--- src/rtl/axi_pkg.sv ---
// axi_pkg: shared AXI burst/response encodings, slave FSM states and arbitration tags.
// Latency: n/a (declarations only).
// Backpressure: n/a.
package axi_pkg;

  // Default AxLEN width. The beat counter is one bit wider so over-long write bursts still count.
  localparam int AXI_LEN_W = 4;

  localparam logic [1:0] BURST_FIXED = 2'b00;
  localparam logic [1:0] BURST_INCR  = 2'b01;
  localparam logic [1:0] BURST_WRAP  = 2'b10;

  localparam logic [1:0] RESP_OKAY   = 2'b00;
  localparam logic [1:0] RESP_SLVERR = 2'b10;

  typedef enum logic [1:0] {
    ST_IDLE  = 2'd0,
    ST_RDATA = 2'd1,
    ST_WDATA = 2'd2,
    ST_WRESP = 2'd3
  } state_e;

  // Records which transaction type won the most recent arbitration.
  typedef enum logic {
    GRANT_READ  = 1'b0,
    GRANT_WRITE = 1'b1
  } grant_e;

endpackage

--- src/rtl/axi_burst_addr_gen.sv ---
// axi_burst_addr_gen: next SRAM word address for a burst beat, plus unsupported-burst flag.
// Latency: combinational.
// Backpressure: none; the caller decides when to advance.
// Ports: addr/burst in; next_addr (wraps mod 2^AW) and burst_err out.
module axi_burst_addr_gen
  import axi_pkg::*;
#(
  parameter int AW = 14
) (
  input  logic [AW-1:0] addr,
  input  logic [1:0]    burst,
  output logic [AW-1:0] next_addr,
  output logic          burst_err
);

  always_comb begin
    next_addr = addr + {{(AW-1){1'b0}}, 1'b1};
    burst_err = 1'b0;
    case (burst)
      BURST_FIXED: next_addr = addr;
      BURST_INCR:  burst_err = 1'b0;
      // WRAP and the reserved encoding walk like INCR but get flagged so the response is SLVERR.
      default:     burst_err = 1'b1;
    endcase
  end

endmodule

--- src/rtl/axi_sram_slave.sv ---
// axi_sram_slave: AXI4 slave serialising AR/R and AW/W/B bursts onto one single-port SRAM bank.
// Latency: first R beat 1 cycle after AR accept, then 1 beat/cycle; B one cycle after WLAST accept.
// Backpressure: RREADY low holds the address and re-reads the SRAM; BREADY low holds B; one burst in flight.
// Ports: ACLK/ARESETn; AXI4 AW/W/B and AR/R channels; SRAM_* macro port (active-low CEB/WEB/BWEB, DO 1 cycle after A).
module axi_sram_slave
  import axi_pkg::*;
#(
  parameter int ID_W    = 8,
  parameter int ADDR_W  = 32,
  parameter int DATA_W  = 32,
  parameter int LEN_W   = AXI_LEN_W,
  parameter int SRAM_AW = 14
) (
  input  logic                ACLK,
  input  logic                ARESETn,
  input  logic [ID_W-1:0]     AWID,
  input  logic [ADDR_W-1:0]   AWADDR,
  input  logic [LEN_W-1:0]    AWLEN,
  input  logic [2:0]          AWSIZE,
  input  logic [1:0]          AWBURST,
  input  logic                AWVALID,
  output logic                AWREADY,
  input  logic [DATA_W-1:0]   WDATA,
  input  logic [DATA_W/8-1:0] WSTRB,
  input  logic                WLAST,
  input  logic                WVALID,
  output logic                WREADY,
  output logic [ID_W-1:0]     BID,
  output logic [1:0]          BRESP,
  output logic                BVALID,
  input  logic                BREADY,
  input  logic [ID_W-1:0]     ARID,
  input  logic [ADDR_W-1:0]   ARADDR,
  input  logic [LEN_W-1:0]    ARLEN,
  input  logic [2:0]          ARSIZE,
  input  logic [1:0]          ARBURST,
  input  logic                ARVALID,
  output logic                ARREADY,
  output logic [ID_W-1:0]     RID,
  output logic [DATA_W-1:0]   RDATA,
  output logic [1:0]          RRESP,
  output logic                RLAST,
  output logic                RVALID,
  input  logic                RREADY,
  output logic                SRAM_CEB,
  output logic                SRAM_WEB,
  output logic [DATA_W-1:0]   SRAM_BWEB,
  output logic [SRAM_AW-1:0]  SRAM_A,
  output logic [DATA_W-1:0]   SRAM_DI,
  input  logic [DATA_W-1:0]   SRAM_DO
);

  localparam int CNT_W = LEN_W + 1;
  localparam logic [CNT_W-1:0] CNT_ONE = CNT_W'(1);

  state_e             state_q, state_d;
  grant_e             last_grant_q, last_grant_d;
  logic [ID_W-1:0]    id_q, id_d;
  logic [LEN_W-1:0]   len_q, len_d;
  logic [1:0]         burst_q, burst_d;
  logic [SRAM_AW-1:0] addr_q, addr_d;
  logic [CNT_W-1:0]   cnt_q, cnt_d;

  logic [SRAM_AW-1:0] next_addr;
  logic               burst_err;
  logic               grant_r, grant_w;
  logic               last_beat;

  // Size is ignored and address bits outside the bank select nothing here.
  logic unused_ok;
  assign unused_ok = ^{ARSIZE, AWSIZE, ARADDR[1:0], AWADDR[1:0],
                       ARADDR[ADDR_W-1:SRAM_AW+2], AWADDR[ADDR_W-1:SRAM_AW+2]};

  axi_burst_addr_gen #(.AW(SRAM_AW)) u_addr_gen (
    .addr      (addr_q),
    .burst     (burst_q),
    .next_addr (next_addr),
    .burst_err (burst_err)
  );

  // On a tie the type not served last wins; qualifying with ARESETn keeps both READYs and
  // the SRAM quiet while reset is held.
  assign grant_w   = ARESETn & AWVALID & (~ARVALID | (last_grant_q == GRANT_READ));
  assign grant_r   = ARESETn & ARVALID & ~grant_w;
  assign last_beat = (cnt_q == {1'b0, len_q});

  assign RID   = id_q;
  assign BID   = id_q;
  assign RDATA = SRAM_DO;

  always_comb begin
    state_d      = state_q;
    last_grant_d = last_grant_q;
    id_d         = id_q;
    len_d        = len_q;
    burst_d      = burst_q;
    addr_d       = addr_q;
    cnt_d        = cnt_q;
    ARREADY      = 1'b0;
    AWREADY      = 1'b0;
    WREADY       = 1'b0;
    RVALID       = 1'b0;
    RLAST        = 1'b0;
    RRESP        = RESP_OKAY;
    BVALID       = 1'b0;
    BRESP        = RESP_OKAY;
    SRAM_CEB     = 1'b1;
    SRAM_WEB     = 1'b1;
    SRAM_BWEB    = '1;
    SRAM_A       = addr_q;
    SRAM_DI      = '0;

    case (state_q)
      ST_IDLE: begin
        ARREADY = grant_r;
        AWREADY = grant_w;
        if (grant_r) begin
          id_d         = ARID;
          len_d        = ARLEN;
          burst_d      = ARBURST;
          addr_d       = ARADDR[SRAM_AW+1:2];
          cnt_d        = '0;
          last_grant_d = GRANT_READ;
          // Start the first SRAM read now so beat 0 is on DO next cycle.
          SRAM_A       = ARADDR[SRAM_AW+1:2];
          SRAM_CEB     = 1'b0;
          state_d      = ST_RDATA;
        end else if (grant_w) begin
          id_d         = AWID;
          len_d        = AWLEN;
          burst_d      = AWBURST;
          addr_d       = AWADDR[SRAM_AW+1:2];
          cnt_d        = '0;
          last_grant_d = GRANT_WRITE;
          state_d      = ST_WDATA;
        end
      end

      ST_RDATA: begin
        RVALID   = 1'b1;
        RLAST    = last_beat;
        RRESP    = burst_err ? RESP_SLVERR : RESP_OKAY;
        // Stalled: keep reading the same word so DO stays stable.
        SRAM_CEB = 1'b0;
        if (RREADY) begin
          if (last_beat) begin
            SRAM_CEB = 1'b1;
            state_d  = ST_IDLE;
          end else begin
            // Fetch the next beat underneath the accepted one for 1 beat/cycle.
            SRAM_A = next_addr;
            addr_d = next_addr;
            cnt_d  = cnt_q + CNT_ONE;
          end
        end
      end

      ST_WDATA: begin
        WREADY = 1'b1;
        if (WVALID) begin
          SRAM_CEB = ~(|WSTRB);
          SRAM_WEB = 1'b0;
          SRAM_DI  = WDATA;
          for (int b = 0; b < DATA_W/8; b++) begin
            SRAM_BWEB[8*b +: 8] = {8{~WSTRB[b]}};
          end
          addr_d = next_addr;
          // Saturate so a runaway burst cannot alias back onto LEN+1.
          cnt_d  = (&cnt_q) ? cnt_q : cnt_q + CNT_ONE;
          if (WLAST) begin
            state_d = ST_WRESP;
          end
        end
      end

      ST_WRESP: begin
        BVALID = 1'b1;
        BRESP  = ((cnt_q == ({1'b0, len_q} + CNT_ONE)) && !burst_err) ? RESP_OKAY : RESP_SLVERR;
        if (BREADY) begin
          state_d = ST_IDLE;
        end
      end

      default: state_d = ST_IDLE;
    endcase
  end

  always_ff @(posedge ACLK or negedge ARESETn) begin
    if (!ARESETn) begin
      state_q      <= ST_IDLE;
      last_grant_q <= GRANT_READ;
      id_q         <= '0;
      len_q        <= '0;
      burst_q      <= BURST_INCR;
      addr_q       <= '0;
      cnt_q        <= '0;
    end else begin
      state_q      <= state_d;
      last_grant_q <= last_grant_d;
      id_q         <= id_d;
      len_q        <= len_d;
      burst_q      <= burst_d;
      addr_q       <= addr_d;
      cnt_q        <= cnt_d;
    end
  end

endmodule

--- config.mk ---
export PLATFORM = sky130hd
export DESIGN_NAME = axi_sram_slave
export DESIGN_NICKNAME = d
export VERILOG_FILES = /design/src/rtl/axi_pkg.sv /design/src/rtl/axi_burst_addr_gen.sv /design/src/rtl/axi_sram_slave.sv
export SDC_FILE = /design/constraint.sdc
export NUM_CORES = 1
export LEC_CHECK = 0
export ABC_AREA = 1
export BUFFER_PORTS_ARGS = -buffer_cell sky130_fd_sc_hd__buf_2
export CAP_MARGIN = 30
export CORE_AREA = 2 2 123 125
export DETAILED_ROUTE_END_ITERATION = 6
export DIE_AREA = 0 0 125 127
export PLACE_DENSITY = 0.68
export SYNTH_ARGS = -nofsm -noshare
export SYNTH_HDL_FRONTEND = slang
export SYNTH_SLANG_ARGS = --single-unit
--- constraint.sdc ---
create_clock -name ACLK -period 6.3 [get_ports ACLK]
set_clock_uncertainty 0.2 [all_clocks]
set_input_delay 1.575 -clock ACLK [delete_from_list [all_inputs] [get_ports ACLK]]
set_output_delay 1.575 -clock ACLK [all_outputs]
set_load 0.1 [all_outputs]
==> results.md <==
- Largest net degree at the start of global routing: 29
- Syn avg cell area: 6.02 sq um
- Commonest non-fill, non-tap cell in the layout: buf_2
- Placeable Area: 14400 sq um
- CTS tree: built
- Final setup margin: 0.612 ns
- Die Ht: 127 um
- RSZ-0062 raised after global routing: false
- Mapped Area: 3900 sq um
- DRT iter0 DRCs: 156
- Critical Path End Type: primary output
- Number of global-route vias before repair: 4051
- CTS sink count: 36
- Syn Inst Count: 648
- H-tree lvl count: 2
- Status: complete, no violations
- Worst skew pair latency: 0.28 ns
- Synth async-reset ratio: 1.00
- Main synth FF type: dfrtp_1
- Hold buffers post-CTS: 0
- Ports: 312
- Critical Path RT: 4.53 ns
- First-pass GRT wire length: 20800 um
- Grt ovf: 0
- Max Clk Rate: 176 MHz
- Post-synthesis sequential area ratio: 0.231
- TritonCTS buffer count: 5
- Most frequent cells in the layout: buf_2, nand2_1, inv_1
- Final core utilization: 0.326
- Reg2reg setup slack: 3.37 ns
- Cell variety after synth: 36
- Post-route insts no fill: 957
- Post-synth EDFFs: 0
- DIE WIDTH: 125 um
- Drt total wl: 13300 um
- Die area: 15900 sq um
- #FFs+latches synth: 36
- Diodes inserted: 0
- Crit-path max FO: 15
- Post-Route Setup TNS: 0 ns
- Worst Path Class, Setup: input port to primary output
- Post-cts resize count: 0
- Crit share post-route: 0.903
- Fillers: 1657
- Arrival @ worst endpoint: 3.91 ns
- Pre-CTS WS: 0.578 ns
- Max_cap viols: 0
- Router iterations before antenna repair: 4
- Initial Util: 0.270
- Post-Place Cells: 949
- GRT Util Overall: 0.162
- Layout area overhead: 20.6%
- Final Hold Viols: 0
- DRC errors left: 0
- Worst hold path class: flop to flop
- Clk root buf: clkbuf_16
- Worst-path clk slew: 0.06 ns
- Yosys warns: 0
- Min Clock Period, post-route: 5.69 ns
- Via count: 4348
- Slew @ Worst Pin: 0.817 ns
- Share of cells above drive strength 1: 0.290
- Number of port buffers: 203
- Initial antenna violation count: 0
- Antenna Nets Post-Route: 0
- Nets: 954
- Wire per inst: 13.9 um
- Startpoint types: input port
- Postcts setup bufs: 0
- Hpwl dp: 10500 um
- CTS Buffer Depth: 2
- Final count of negative-setup-slack endpoints: 0
- Worst slew margin: 0.455
- Vias per inst: 4.54
- Site row count: 44
- Pins Over Slew Limit: 0
- RD Place Congestion: 0.931
## cells in the mapped netlist, types with 3 or more instances
master | instances | area share
o21ai_0 | 38 | 0.049
nand3_1 | 43 | 0.055
o21ai_1 | 10 | 0.013
dfrtp_1 | 35 | 0.22
buf_4 | 70 | 0.13
xor2_1 | 12 | 0.027
nand2_1 | 192 | 0.18
ha_1 | 8 | 0.026
inv_1 | 97 | 0.093
inv_2 | 3 | 0.0029
a21oi_1 | 12 | 0.015
o22ai_1 | 4 | 0.0064
o221ai_1 | 12 | 0.027
buf_2 | 6 | 0.0077
clkbuf_1 | 11 | 0.011
nor2_1 | 71 | 0.068
## through the flow
step / hold slack [ns] / instance area [sq um]
3_5_place_dp: 0.289 / 4560
5_1_grt: 0.335 / 4700
3_3_place_gp: 0.279 / 4560
2_1_floorplan: 0.264 / 3900
4_1_cts: 0.303 / 4700
6_report: 0.295 / 4700
## routing by layer
layer	vias up	track usage	wire length, um
met1	1953	0.194	5630
met4	0	0.0647	393
li1	2187	-	-
met5	-	0	0
met3	31	0.0243	847
met2	177	0.293	6390
## state kept, by name (all words and copies together) (netlist names)
| register | cells |
|---|---|
| BID | 8 |
| addr_q | 14 |
| burst_q | 2 |
| cnt_q | 5 |
| last_grant_q | 1 |
| len_q | 4 |
| state_q | 2 |
## path summary, 6_finish.rpt
check	startpoint	to	depth (start not counted)
hold / removal	last_grant_q	last_grant_q	1
setup reg to reg	state_q[0]	addr_q[4]	10
hold reg to reg	last_grant_q	last_grant_q	1
min in group asynchronous	ARESETn	addr_q[0]	1
max in group asynchronous	ARESETn	addr_q[9]	2
setup / recovery	ARESETn	SRAM_A[10]	7
## area by class of cell
type	instances	area (sq um)	share of cell area
clock buffer	7	133	0.0282
clock inverter	1	5.00	0.00106
timing repair buffer	206	1050	0.224
sequential	36	902	0.192
multi-input combinational	422	2000	0.425
tap	184	230	0.0490
inverter	101	379	0.0806
## kinds of logic (layout without fill, tap and decap cells)
logic type                 Yosys count  count (layout)  synth area share
AOI/OAI and AO/OA                   86              86             0.134
other                                1               2          0.000962
xor gates and xnor gates            12              12            0.0270
adders and majority gates            8               8            0.0257
DFF                                 36              36             0.231
buffers and inverters              191             315             0.257
and+or+nand+nor                    314             314             0.323
## critical path: stages
cell,delay [ns]
buf_2,0.33
nand2_1,0.17
a31oi_2,0.44
nor2_1,0.17
a21oi_2,0.65
o221ai_1,0.23
buf_2,0.35
Power is not shown: default switching activity piles up to over one toggle a cycle in this logic, so the estimate is an artifact.
